==> src/rtl/ahb_arb_pkg.sv <==
// Shared types and HTRANS encodings for the two-master AHB-Lite arbiter.
// ARB_FIXED_PRIO_EN selects fixed M0 priority instead of round-robin.
package ahb_arb_pkg;

  localparam logic [1:0] HT_IDLE   = 2'b00;
  localparam logic [1:0] HT_BUSY   = 2'b01;
  localparam logic [1:0] HT_NONSEQ = 2'b10;
  localparam logic [1:0] HT_SEQ    = 2'b11;

  typedef enum logic [1:0] {
    NONE  = 2'd0,
    DP_M0 = 2'd1,
    DP_M1 = 2'd2
  } owner_t;

  typedef enum logic {
    M0 = 1'b0,
    M1 = 1'b1
  } mst_t;

  function automatic logic ht_active(input logic [1:0] t);
    return (t != HT_IDLE) && (t != HT_BUSY);
  endfunction

endpackage

==> src/rtl/ahb_arb_hold.sv <==
// Per-master address-phase holding stage with pend flag and HREADY.
// Shared by both ports of ahb_lite_arb2 (see ARB_FIXED_PRIO_EN there).
module ahb_arb_hold
  import ahb_arb_pkg::*;
#(
  parameter int ADDR_W = 32
) (
  input  logic              i_clk,
  input  logic              i_rst_n,
  input  logic [ADDR_W-1:0] i_haddr,
  input  logic [1:0]        i_htrans,
  input  logic              i_hwrite,
  input  logic [2:0]        i_hsize,
  input  logic              i_grant,
  input  logic              i_own_dp,
  input  logic              i_s_hreadyout,
  output logic              o_req,
  output logic              o_hready,
  output logic [ADDR_W-1:0] o_haddr,
  output logic              o_hwrite,
  output logic [2:0]        o_hsize
);

  logic              r_pend;
  logic [ADDR_W-1:0] r_addr;
  logic              r_write;
  logic [2:0]        r_size;
  logic              w_live;

  assign o_hready = r_pend   ? 1'b0 :
                    i_own_dp ? i_s_hreadyout : 1'b1;
  assign w_live   = ht_active(i_htrans) & o_hready;
  assign o_req    = r_pend | w_live;

  assign o_haddr  = r_pend ? r_addr  : i_haddr;
  assign o_hwrite = r_pend ? r_write : i_hwrite;
  assign o_hsize  = r_pend ? r_size  : i_hsize;

  // an accepted-but-not-granted request must survive until granted
  always_ff @(posedge i_clk or negedge i_rst_n) begin
    if (!i_rst_n) begin
      r_pend  <= 1'b0;
      r_addr  <= '0;
      r_write <= 1'b0;
      r_size  <= 3'b000;
    end else if (i_grant) begin
      r_pend  <= 1'b0;
    end else if (w_live) begin
      r_pend  <= 1'b1;
      r_addr  <= i_haddr;
      r_write <= i_hwrite;
      r_size  <= i_hsize;
    end
  end

endmodule

==> src/rtl/ahb_lite_arb2.sv <==
// Two-master AHB-Lite arbiter onto one slave, round-robin on ties.
// Define ARB_FIXED_PRIO_EN to make M0 win every tie.
module ahb_lite_arb2
  import ahb_arb_pkg::*;
#(
  parameter int ADDR_W = 32,
  parameter int DATA_W = 32
) (
  input  logic              HCLK,
  input  logic              HRESETn,
  input  logic [ADDR_W-1:0] M0_HADDR,
  input  logic [1:0]        M0_HTRANS,
  input  logic              M0_HWRITE,
  input  logic [2:0]        M0_HSIZE,
  input  logic [DATA_W-1:0] M0_HWDATA,
  output logic              M0_HREADY,
  output logic [DATA_W-1:0] M0_HRDATA,
  input  logic [ADDR_W-1:0] M1_HADDR,
  input  logic [1:0]        M1_HTRANS,
  input  logic              M1_HWRITE,
  input  logic [2:0]        M1_HSIZE,
  input  logic [DATA_W-1:0] M1_HWDATA,
  output logic              M1_HREADY,
  output logic [DATA_W-1:0] M1_HRDATA,
  output logic              S_HSEL,
  output logic [ADDR_W-1:0] S_HADDR,
  output logic [1:0]        S_HTRANS,
  output logic              S_HWRITE,
  output logic [2:0]        S_HSIZE,
  output logic [DATA_W-1:0] S_HWDATA,
  output logic              S_HREADY,
  input  logic              S_HREADYOUT,
  input  logic [DATA_W-1:0] S_HRDATA
);

  owner_t            r_owner;
  owner_t            w_owner_nxt;
  logic              w_req0, w_req1;
  logic              w_gnt0, w_gnt1;
  logic              w_tie_m0;
  logic [ADDR_W-1:0] w_addr0, w_addr1;
  logic              w_write0, w_write1;
  logic [2:0]        w_size0, w_size1;

  ahb_arb_hold #(.ADDR_W(ADDR_W)) u_hold0 (
    .i_clk         (HCLK),
    .i_rst_n       (HRESETn),
    .i_haddr       (M0_HADDR),
    .i_htrans      (M0_HTRANS),
    .i_hwrite      (M0_HWRITE),
    .i_hsize       (M0_HSIZE),
    .i_grant       (w_gnt0),
    .i_own_dp      (r_owner == DP_M0),
    .i_s_hreadyout (S_HREADYOUT),
    .o_req         (w_req0),
    .o_hready      (M0_HREADY),
    .o_haddr       (w_addr0),
    .o_hwrite      (w_write0),
    .o_hsize       (w_size0)
  );

  ahb_arb_hold #(.ADDR_W(ADDR_W)) u_hold1 (
    .i_clk         (HCLK),
    .i_rst_n       (HRESETn),
    .i_haddr       (M1_HADDR),
    .i_htrans      (M1_HTRANS),
    .i_hwrite      (M1_HWRITE),
    .i_hsize       (M1_HSIZE),
    .i_grant       (w_gnt1),
    .i_own_dp      (r_owner == DP_M1),
    .i_s_hreadyout (S_HREADYOUT),
    .o_req         (w_req1),
    .o_hready      (M1_HREADY),
    .o_haddr       (w_addr1),
    .o_hwrite      (w_write1),
    .o_hsize       (w_size1)
  );

`ifdef ARB_FIXED_PRIO_EN
  assign w_tie_m0 = 1'b1;
`else
  mst_t r_last;

  assign w_tie_m0 = (r_last == M1);

  always_ff @(posedge HCLK or negedge HRESETn) begin
    if (!HRESETn) begin
      r_last <= M1;
    end else if (w_gnt0 | w_gnt1) begin
      r_last <= w_gnt1 ? M1 : M0;
    end
  end
`endif

  always_comb begin
    w_gnt0 = 1'b0;
    w_gnt1 = 1'b0;
    if (S_HREADYOUT) begin
      unique case (1'b1)
        (w_req0 &  w_req1): begin
          w_gnt0 = w_tie_m0;
          w_gnt1 = ~w_tie_m0;
        end
        (w_req0 & ~w_req1): w_gnt0 = 1'b1;
        (~w_req0 & w_req1): w_gnt1 = 1'b1;
        default: ;
      endcase
    end
  end

  always_ff @(posedge HCLK or negedge HRESETn) begin
    if (!HRESETn) r_owner <= NONE;
    else          r_owner <= w_owner_nxt;
  end

  always_comb begin
    w_owner_nxt = r_owner;
    if (S_HREADYOUT) begin
      unique case (1'b1)
        w_gnt0:  w_owner_nxt = DP_M0;
        w_gnt1:  w_owner_nxt = DP_M1;
        default: w_owner_nxt = NONE;
      endcase
    end
  end

  // SEQ context is lost across interleaving, so every beat goes out NONSEQ
  assign S_HSEL    = w_gnt0 | w_gnt1;
  assign S_HTRANS  = S_HSEL ? HT_NONSEQ : HT_IDLE;
  assign S_HADDR   = w_gnt1 ? w_addr1  : w_addr0;
  assign S_HWRITE  = w_gnt1 ? w_write1 : w_write0;
  assign S_HSIZE   = w_gnt1 ? w_size1  : w_size0;
  assign S_HWDATA  = (r_owner == DP_M1) ? M1_HWDATA : M0_HWDATA;
  assign S_HREADY  = S_HREADYOUT;
  assign M0_HRDATA = S_HRDATA;
  assign M1_HRDATA = S_HRDATA;

endmodule

==> config.mk <==
export PLATFORM = sky130hd
export DESIGN_NAME = ahb_lite_arb2
export DESIGN_NICKNAME = d
export VERILOG_FILES = /design/src/rtl/ahb_arb_pkg.sv /design/src/rtl/ahb_arb_hold.sv /design/src/rtl/ahb_lite_arb2.sv
export SDC_FILE = /design/constraint.sdc
export NUM_CORES = 1
export LEC_CHECK = 0
export BUFFER_PORTS_ARGS = -buffer_cell sky130_fd_sc_hd__buf_2
export CAP_MARGIN = 20
export CELL_PAD_IN_SITES_DETAIL_PLACEMENT = 0
export CELL_PAD_IN_SITES_GLOBAL_PLACEMENT = 1
export CORE_MARGIN = 10
export CORE_UTILIZATION = 29
export DETAILED_ROUTE_END_ITERATION = 6
export PLACE_DENSITY = 0.9
export SYNTH_ARGS = -nofsm -noshare
export SYNTH_HDL_FRONTEND = slang
export SYNTH_SLANG_ARGS = --single-unit
==> constraint.sdc <==
create_clock -name HCLK -period 1.96 [get_ports HCLK]
set_clock_uncertainty 0.2 [all_clocks]
set_input_delay 0.49 -clock HCLK [delete_from_list [all_inputs] [get_ports HCLK]]
set_output_delay 0.49 -clock HCLK [all_outputs]
set_load 0.005 [all_outputs]
---- Word level (Yosys, flattened, before mapping) ----
Index checks and enable logic that the tools add are counted.
word-level totals
  register bits ........................... 77
operators by class
  equality and inequality tests ........... 4
  reductions and logical operators ........ 8
  mux-type cells .......................... 25
  bitwise operators ....................... 13
operators with widths
  operator            number
  $mux 32             4
  $mux 1              14
  $mux 3              3
  $reduce_bool 2->1   4
  $and 1x1->1         5
  $not 1->1           5
  $ne 2x1->1 const B  2
  $pmux 1 s2          2
  $pmux 2 s2          1
  $reduce_and 2->1    2
  $or 1x1->1          3
  $eq 2x1->1 const B  1
  $eq 2x2->1 const B  1
  $logic_and 1x1->1   2
  $mux 2              1

---- Longest topological paths before layout ----
Gate-level depths: netlist of run 1.
  word-level depth ........................ 11
  mapped depth ............................ 7

---- Hierarchy ----
A second synthesis of run 1 with hierarchy kept.
second synthesis, totals
  cells, all modules ...................... 406
  area total of the unflattened synthesis .. 5235.0 um^2
modules (own cells, without submodules)
  module         instances  seq. area each (um^2)  cells each  area an instance (um^2)
  ahb_arb_hold   2          925.9                  122         1838.0
  ahb_lite_arb2  1          76.3                   162         1559.0

---- Worst setup path after synthesis of run 1 ----
Ideal clock, no wire load.
  path type ............................... register to output
  from .................................... register u_hold0.r_pend
  to ...................................... output port S_HSIZE[0]
  setup slack ............................. -0.108 ns
  cell stages (with the launch flop) ...... 8
  arrival ................................. 1.378 ns
  required time ........................... 1.270 ns
  cell sequence ........................... dfrtp_1 -> buf_2 -> o21ai_2 -> o211ai_2 -> buf_2 -> buf_2 -> a211oi_1 -> a21oi_1
between the ends
  longest elaborated chain between the ends .. 8
  elaborated cells on any way between the ends .. 10
ends and longest elaborated chain
  item                      RTL line              source
  start: declaration        ahb_arb_hold.sv:24    logic r_pend;
  start signal: assignment  ahb_arb_hold.sv:42    r_pend <= 1'b0;
  start signal: assignment  ahb_arb_hold.sv:47    r_pend <= 1'b0;
  start signal: assignment  ahb_arb_hold.sv:49    r_pend <= 1'b1;
  $mux 1                    ahb_arb_hold.sv:30    assign o_hready = r_pend ? 1'b0 :
  $and 1x1->1               ahb_arb_hold.sv:32    assign w_live = ht_active(i_htrans) & o_hready;
  $or 1x1->1                ahb_arb_hold.sv:33    assign o_req = r_pend | w_live;
  $not 1->1                 ahb_lite_arb2.sv:105  (~w_req0 & w_req1): w_gnt1 = 1'b1;
  $and 1x1->1               ahb_lite_arb2.sv:105
  $pmux 1 s2                ahb_lite_arb2.sv:99   unique case (1'b1)
  $mux 1                    ahb_lite_arb2.sv:98   if (S_HREADYOUT) begin
  $mux 3 *                  ahb_lite_arb2.sv:132  assign S_HSIZE = w_gnt1 ? w_size1 : w_size0;
  end: declaration          ahb_lite_arb2.sv:29   output logic [2:0] S_HSIZE,
Mark *: on every way between the ends. The rest lies on a longest branch, timed or not.

---- Worst setup path after layout of run 1 ----
  from .................................... register u_hold0.r_pend
  to ...................................... output port S_HADDR[16]
between the ends
  longest elaborated chain between the ends .. 8
  elaborated cells on any way between the ends .. 10
ends and longest elaborated chain
  item              RTL line              source
  $mux 1            ahb_arb_hold.sv:30
  $and 1x1->1       ahb_arb_hold.sv:32
  $or 1x1->1        ahb_arb_hold.sv:33
  $not 1->1         ahb_lite_arb2.sv:105
  $and 1x1->1       ahb_lite_arb2.sv:105
  $pmux 1 s2        ahb_lite_arb2.sv:99
  $mux 1            ahb_lite_arb2.sv:98
  $mux 32 *         ahb_lite_arb2.sv:130  assign S_HADDR = w_gnt1 ? w_addr1 : w_addr0;
  end: declaration  ahb_lite_arb2.sv:26   output logic [ADDR_W-1:0] S_HADDR,
Marked as above.

==> impl_metrics.csv, run 1 <==
group,metric,value,unit
timing,slew_violations,0,
setup_path,crit_type,"reg -> out",
timing,worst_hold_slack,0.172,ns
clocking,clkSinkCount,77,
setup_path,start_kind,"flop",
placed_design,place_hpwl,13800,um
yosys,ys_seq_area_share,37.6,%
pwr,powerDensity,1340,nW/um^2
job,max_cap_viol_count,0,
yosys,synth_area_leader_cell,"dfrtp_1",
yosys,yosysUniqueCellTypes,26,
setup_path,worstPathCellList,"o21ai_4 > o211ai_4 > buf_12 > buf_12 > a211oi_2 > a21oi_2 > buf_2",
setup_path,r2r_slack,-0.10,ns
global_routing,grt_max_degree,50,
yosys,ys_top_cells_by_area,"dfrtp_1 (37%), buf_4 (10%), mux2_2 (9.7%)",
setup_path,worst-path-buf-inv,3,
clocking,clk_pin_slew,0.06,ns
pwr,ir_drop,0.750,mV
yosys,ys_ff_latch,77,
timing,finalHoldViolations,0,
setup_path,path_delay_family,"compound AO/OA/AOI/OAI gates",
drt,vias_per_cell,4.81,
global_routing,grt_pass1_vias,4406,
clocking,cts_buffer_depth,2,
clocking,htreeDepth,3,
floorplan,fp.dieH,153,um
run_status,status,"complete, but fails checks",
timing,fin_ws,-0.515,ns
yosys,avgSynthCellArea,11.4,um^2
floorplan,die-area,23400,um^2
placed_design,io_buffer_count,213,
drt,num_vias,4126,
pwr,switchingPower,3.37,mW
floorplan,core,17300,um^2
drt,drtIter0Drc,106,
pwr,p_int,6.78,mW
placed_design,gp_congestion,0.745,
floorplan,start_util,29.6,%
worst_hold_path,worstHoldPathType,"in -> reg",
yosys,synth_area,5130,um^2
drt,wl_per_cell,22.4,um
setup_path,max_stage_delay,0.44,ns
drt,routed_wl,19200,um
timing,fmax,404,MHz
run_status,violations,"setup timing",
pwr,power_frac_comb,52.8,%
clocking,clk_latency,0.34,ns
setup_path,critPathCaptureType,"primary output",
final_layout,layout.nets,801,
clocking,cts_made_buffers,9,
setup_path,cp_max_fo,14,
setup_path,cp_common_cell,"buf_12",
global_routing,overflow,0,
setup_path,crit_required,1.27,ns
setup_path,crit_arrival,1.79,ns
drt,remaining_drc_errors,0,
pwr,swShare,33.2,%
global_routing,grt_util_all_layers,14.9,%
timing,rsz0062_at_grt,"true",
global_routing,grt_pass1_wl,27200,um
yosys,syn_nets,623,
pwr,power_leakage,3.73,nW
floorplan,num_rows,48,
final_layout,syn2layout_area_growth,47.5,%
yosys,yosys_warnings,0,
timing,final.period_utilization,126,%
floorplan,io_pins,313,
setup_path,cp_slowest_cell,"dfrtp_2",
clocking,cts_tree,"done",
yosys,synth_cells,448,
pwr,finalPower,10.1,mW
global_routing,antenna_found_initial,5,
timing,period_needed,2.48,ns
timing,setup_viol,136,
floorplan,die_x,153,um
drt,dr.pass1.iters,4,
final_layout,stdcell_count,858,
clocking,cts_root_buf,"clkbuf_16",
pwr,p_seq_share,28.8,%
pwr,clockPowerShare,18.4,%
final_layout,layout-drive-gt1-share,65.3,%
placed_design,dp_cells,822,
drt,antenna_left,0,
yosys,yosysTopAreaCellShare,37.1,%
-- placed cells by master (no fill, tap or decap), types with 2 or more instances in the layout --
master,instances
a211oi_2,28
mux2_1,18
bufinv_16,2
buf_8,5
dfrtp_2,2
nand2_1,3
mux2_4,82
clkinv_4,2
mux2i_1,36
buf_12,13
nor3b_4,2
a21oi_1,33
o21ai_1,2
nand3_4,2
a211oi_1,8
clkbuf_16,11
buf_4,15
o21ai_0,2
buf_6,44
nor2b_1,38
buf_16,6
dfrtp_1,74
a2bb2oi_1,2
diode_2,2
clkbuf_8,2
a21oi_2,3
mux2_2,4
o211ai_4,2
nor2_4,2
buf_2,178
-- synth_stat cells (all sizes together) --
master,n
a21oi,36
clkbuf,5
nand2,4
o211ai,2
o21ai,5
a2bb2oi,2
conb,1
nor2,2
dfrtp,76
a211oi,36
nor3b,2
inv,2
mux2i,36
dfstp,1
o21bai,1
mux2,104
nand3,2
nor2b,38
buf,93
-- power groups by stage --
| stage | sequential (mW) | clock, mW | combinational [mW] |
|---|---|---|---|
| after floorplan | 2.76 | 0 | 2.82 |
| after global placement | 2.85 | 0 | 4.03 |
| after detailed placement | 2.88 | 0 | 4.10 |
| after CTS | 2.89 | 1.92 | 4.73 |
| after global routing | 3.01 | 1.99 | 5.75 |
| final | 2.92 | 1.87 | 5.36 |
-- flip-flops by register name (all words and copies together), names as in the netlist --
register,cells
r_last,1
r_owner,2
u_hold0.r_addr,32
u_hold0.r_pend,1
u_hold0.r_size,3
u_hold0.r_write,1
u_hold1.r_addr,32
u_hold1.r_pend,1
u_hold1.r_size,3
u_hold1.r_write,1
-- stage by stage --
| stage | TNS [ns] | area (um^2) | worst slack [ns] | util, % |
|---|---|---|---|---|
| after CTS | -32.18 | 7070 | -0.526 | 40.9 |
| after global routing | -39.15 | 7560 | -0.601 | 43.7 |
| after floorplan | -0.438 | 5300 | -0.0388 | - |
| final | -31.19 | 7560 | -0.515 | 43.7 |
| after detailed placement | -24.93 | 6280 | -0.367 | 36.3 |
| after global placement | -25.00 | 6280 | -0.388 | 36.3 |
-- final cells by class --
| class | count | area (um^2) |
|---|---|---|
| multi-input combinational | 271 | 2910 |
| antenna | 2 | 5.00 |
| clock buffer | 11 | 253 |
| fill | 1616 | 9740 |
| timing repair buffer | 265 | 2090 |
| sequential | 77 | 1930 |
| inverter | 2 | 7.51 |
| tap | 225 | 282 |
| clock inverter | 5 | 82.6 |
-- worst register-to-register path: cells and delay by family, from the launching register on --
family / cells / cell delay, ns
flip-flops: 1 / 0.44
multiplexers: 1 / 0.30
buffers and inverters: 4 / 0.69
AND/OR/NAND/NOR: 2 / 0.33
-- repair_timing --
item                       4_1_cts  5_1_grt
hold buffers                     1        0
hold endpoints to repair        18        0
setup endpoints to repair      127      138
gates resized for setup         35      112
setup buffers                    8        2
cloned                           7        3
pin swaps                        3        5
-- worst paths after layout --
check / start / end / cells after the start
min in group asynchronous: HRESETn / u_hold0.r_addr[14]$_DFFE_PN0P_ / 2
hold / removal: M1_HADDR[21] / u_hold1.r_addr[21]$_DFFE_PN0P_ / 2
max in group asynchronous: HRESETn / u_hold0.r_size[0]$_DFFE_PN0P_ / 3
setup reg to reg: u_hold0.r_pend$_DFFE_PN0P_ / u_hold0.r_size[2]$_DFFE_PN0P_ / 7
hold reg to reg: u_hold1.r_addr[5]$_DFFE_PN0P_ / u_hold1.r_addr[5]$_DFFE_PN0P_ / 1
setup / recovery: u_hold0.r_pend$_DFFE_PN0P_ / S_HADDR[16] / 7
-- cells by family after synthesis --
group | count (synthesis) | share of synthesized area [%]
AOI/OAI and AO/OA | 82 | 10.3
buffers and inverters | 100 | 13.8
DFF | 77 | 37.6
muxes | 140 | 32.1
other | 1 | 0.0732
and+or+nand+nor | 48 | 6.15
-- per-layer routing --
metal	share of wire, %	track usage [%]	vias to the layer above
met5	0.068	0.431	-
met4	2.3	4.54	2
met3	7.8	6.34	43
met2	50	25.8	194
met1	40	16.0	1993
li1	-	-	1894
Power figures use the tool's default switching activity.
==> run 2, diff against run 1 <==
REMOVE_ABC_BUFFERS = 1   (was not set)
==> run 2 against run 1 <==
Net effect:
- the flow still finishes with violations (setup timing)
- flip-flop and latch count unchanged
- utilization down 0.67 points
- non-clock buffer count unchanged
- register-to-register slack worse by 0.15 ns
- die area unchanged
- critical path type unchanged
- critical endpoint is now S_HADDR[30]
- largest power group unchanged
- routed wire length up 0.63%
- setup slack better by 0.013 ns
- sequential share of layout area up 0.40 points
- sequential power down 2%
- maximum frequency up 0.53%
- combinational power down 4.3%
==> impl_metrics.csv, run 2 (synthesis gave the netlist of run 1 again) <==
group,metric,value,unit
run_status,status,"complete, but fails checks",
run_status,violations,"setup timing",
floorplan,num_rows,48,
pwr,swShare,32.6,%
placed_design,io_buffer_count,213,
clocking,cts_made_buffers,9,
final_layout,final_common_cell,"buf_2",
timing,slew_violations,0,
setup_path,crit_arrival,1.77,ns
pwr,p_int,6.65,mW
clocking,htreeDepth,3,
floorplan,die-area,23400,um^2
timing,finalHoldViolations,0,
setup_path,r2r.worst_path.cells,9,
drt,dr.pass1.iters,4,
global_routing,grt_pass1_vias,4714,
drt,remaining_drc_errors,0,
final_layout,final_util,43.0,%
clocking,cts_root_buf,"clkbuf_16",
clocking,clk_latency,0.33,ns
pwr,ir_drop,0.620,mV
clocking,clkSinkCount,77,
setup_path,critPathCaptureType,"primary output",
final_layout,layout-drive-gt1-share,63.2,%
pwr,power_leakage,3.67,nW
clocking,clk_pin_slew,0.06,ns
drt,antenna_left,0,
timing,fin_ws,-0.502,ns
final_layout,layout.nets,801,
pwr,clockPowerShare,18.9,%
pwr,powerDensity,1320,nW/um^2
drt,wl_per_cell,22.6,um
floorplan,fp.dieH,153,um
final_layout,stdcell_count,857,
clocking,cts_tree,"done",
global_routing,grt_util_all_layers,15.1,%
clocking,cts_buffer_depth,2,
placed_design,dp_cells,822,
final_layout,syn2layout_area_growth,45.2,%
setup_path,start_kind,"flop",
timing,fmax,406,MHz
floorplan,die_x,153,um
floorplan,start_util,29.6,%
global_routing,grt_max_degree,43,
pwr,p_seq_share,29.1,%
timing,period_needed,2.46,ns
setup_path,crit_required,1.27,ns
worst_hold_path,hold_path_depth,2,
drt,vias_per_cell,4.90,
drt,routed_wl,19400,um
floorplan,core,17300,um^2
global_routing,antenna_found_initial,0,
final_layout,top_regs,"u_hold0.r_addr (32), u_hold1.r_addr (32)",
setup_path,cp_max_fo,42,
setup_path,crit_type,"reg -> out",
drt,num_vias,4198,
timing,final.period_utilization,126,%
global_routing,overflow,0,
worst_hold_path,worstHoldPathType,"in -> reg",
placed_design,place_hpwl,13600,um
timing,rsz0062_at_grt,"true",
final_layout,layout_common_cells,"buf_2 (178), mux2_4 (80), dfrtp_1 (74)",
timing,fin_setup_tns,-34.16,ns
pwr,switchingPower,3.21,mW
job,max_cap_viol_count,0,
timing,setup_viol,144,
global_routing,grt_pass1_wl,27800,um
placed_design,gp_congestion,0.726,
floorplan,io_pins,313,
drt,drtIter0Drc,74,
pwr,power_frac_comb,52.1,%
## run 2: cell count changes in the layout (fill, tap and decap cells not counted), sizes merged
cell      previous run  this run
bufbuf               1         0
clkbuf              13        16
clkinvlp             0         1
clkinv               3         0
diode                2         1
## run 2: worst paths after layout
| kind | startpoint | end | slack [ns] |
|---|---|---|---|
| max | u_hold0.r_pend$_DFFE_PN0P_ | S_HADDR[30] | -0.50 |
| min | M1_HADDR[6] | u_hold1.r_addr[6]$_DFFE_PN0P_ | 0.18 |
| max reg2reg | u_hold0.r_pend$_DFFE_PN0P_ | u_hold0.r_addr[31]$_DFFE_PN0P_ | -0.25 |
| min reg2reg | u_hold1.r_addr[29]$_DFFE_PN0P_ | u_hold1.r_addr[29]$_DFFE_PN0P_ | 0.29 |
| max in group asynchronous | HRESETn | u_hold1.r_size[2]$_DFFE_PN0P_ | 0.56 |
| min in group asynchronous | HRESETn | u_hold0.r_addr[9]$_DFFE_PN0P_ | 0.45 |
## run 2: final cells by class
cell class	instances	area (um^2)
repair buffers	265	2030
well taps	225	282
clock inverters	3	67.6
clock buffers	13	260
flip-flops and latches	77	1930
multi-input cells	271	2860
inverters	2	7.51
fillers	1603	9850
diodes	1	2.50
## run 2: stage by stage
stage	hold WS [ns]	total power [mW]	setup WS [ns]	instance area, um^2
final	0.176	9.86	-0.502	7440
after detailed placement	0.277	6.80	-0.361	6180
after global routing	0.169	10.5	-0.581	7440
after global placement	0.272	6.69	-0.339	6180
after floorplan	-0.00559	5.14	-2.43	4430
after CTS	0.158	9.36	-0.488	6990
## run 2: worst max-delay path, cell delays in order, from the launching register on
cell and delay (ns):
dfrtp_2 0.43, o21ai_4 0.19, o211ai_4 0.13, buf_12 0.19, a211oi_1 0.26, a21oi_1 0.06, buf_2 0.13
## run 2: what timing repair did
item | CTS | global route
endpoints found under the hold margin | 25 | 0
buffers inserted | 11 | 3
resized for setup | 51 | 100
hold buffers | 1 | 0
pin swaps | 8 | 7
endpoints found under the setup margin | 108 | 136
cloned | 6 | 4
## run 2: power groups by stage
stage               logic [mW]  clock network, mW  registers [mW]
floorplan                 2.23                  0            2.90
global placement          3.92                  0            2.77
detailed placement        3.98                  0            2.82
CTS                       4.62               1.91            2.83
global route              5.54               1.98            2.98
finish                    5.13               1.86            2.87
## run 2: routing by layer
metal	GRT usage, %	vias to the layer above	wire [um]
met3	10.5	28	2720
li1	-	1895	-
met1	17.4	2004	8010
met2	22.5	271	8260
met4	2.59	0	382
met5	1.72	-	0
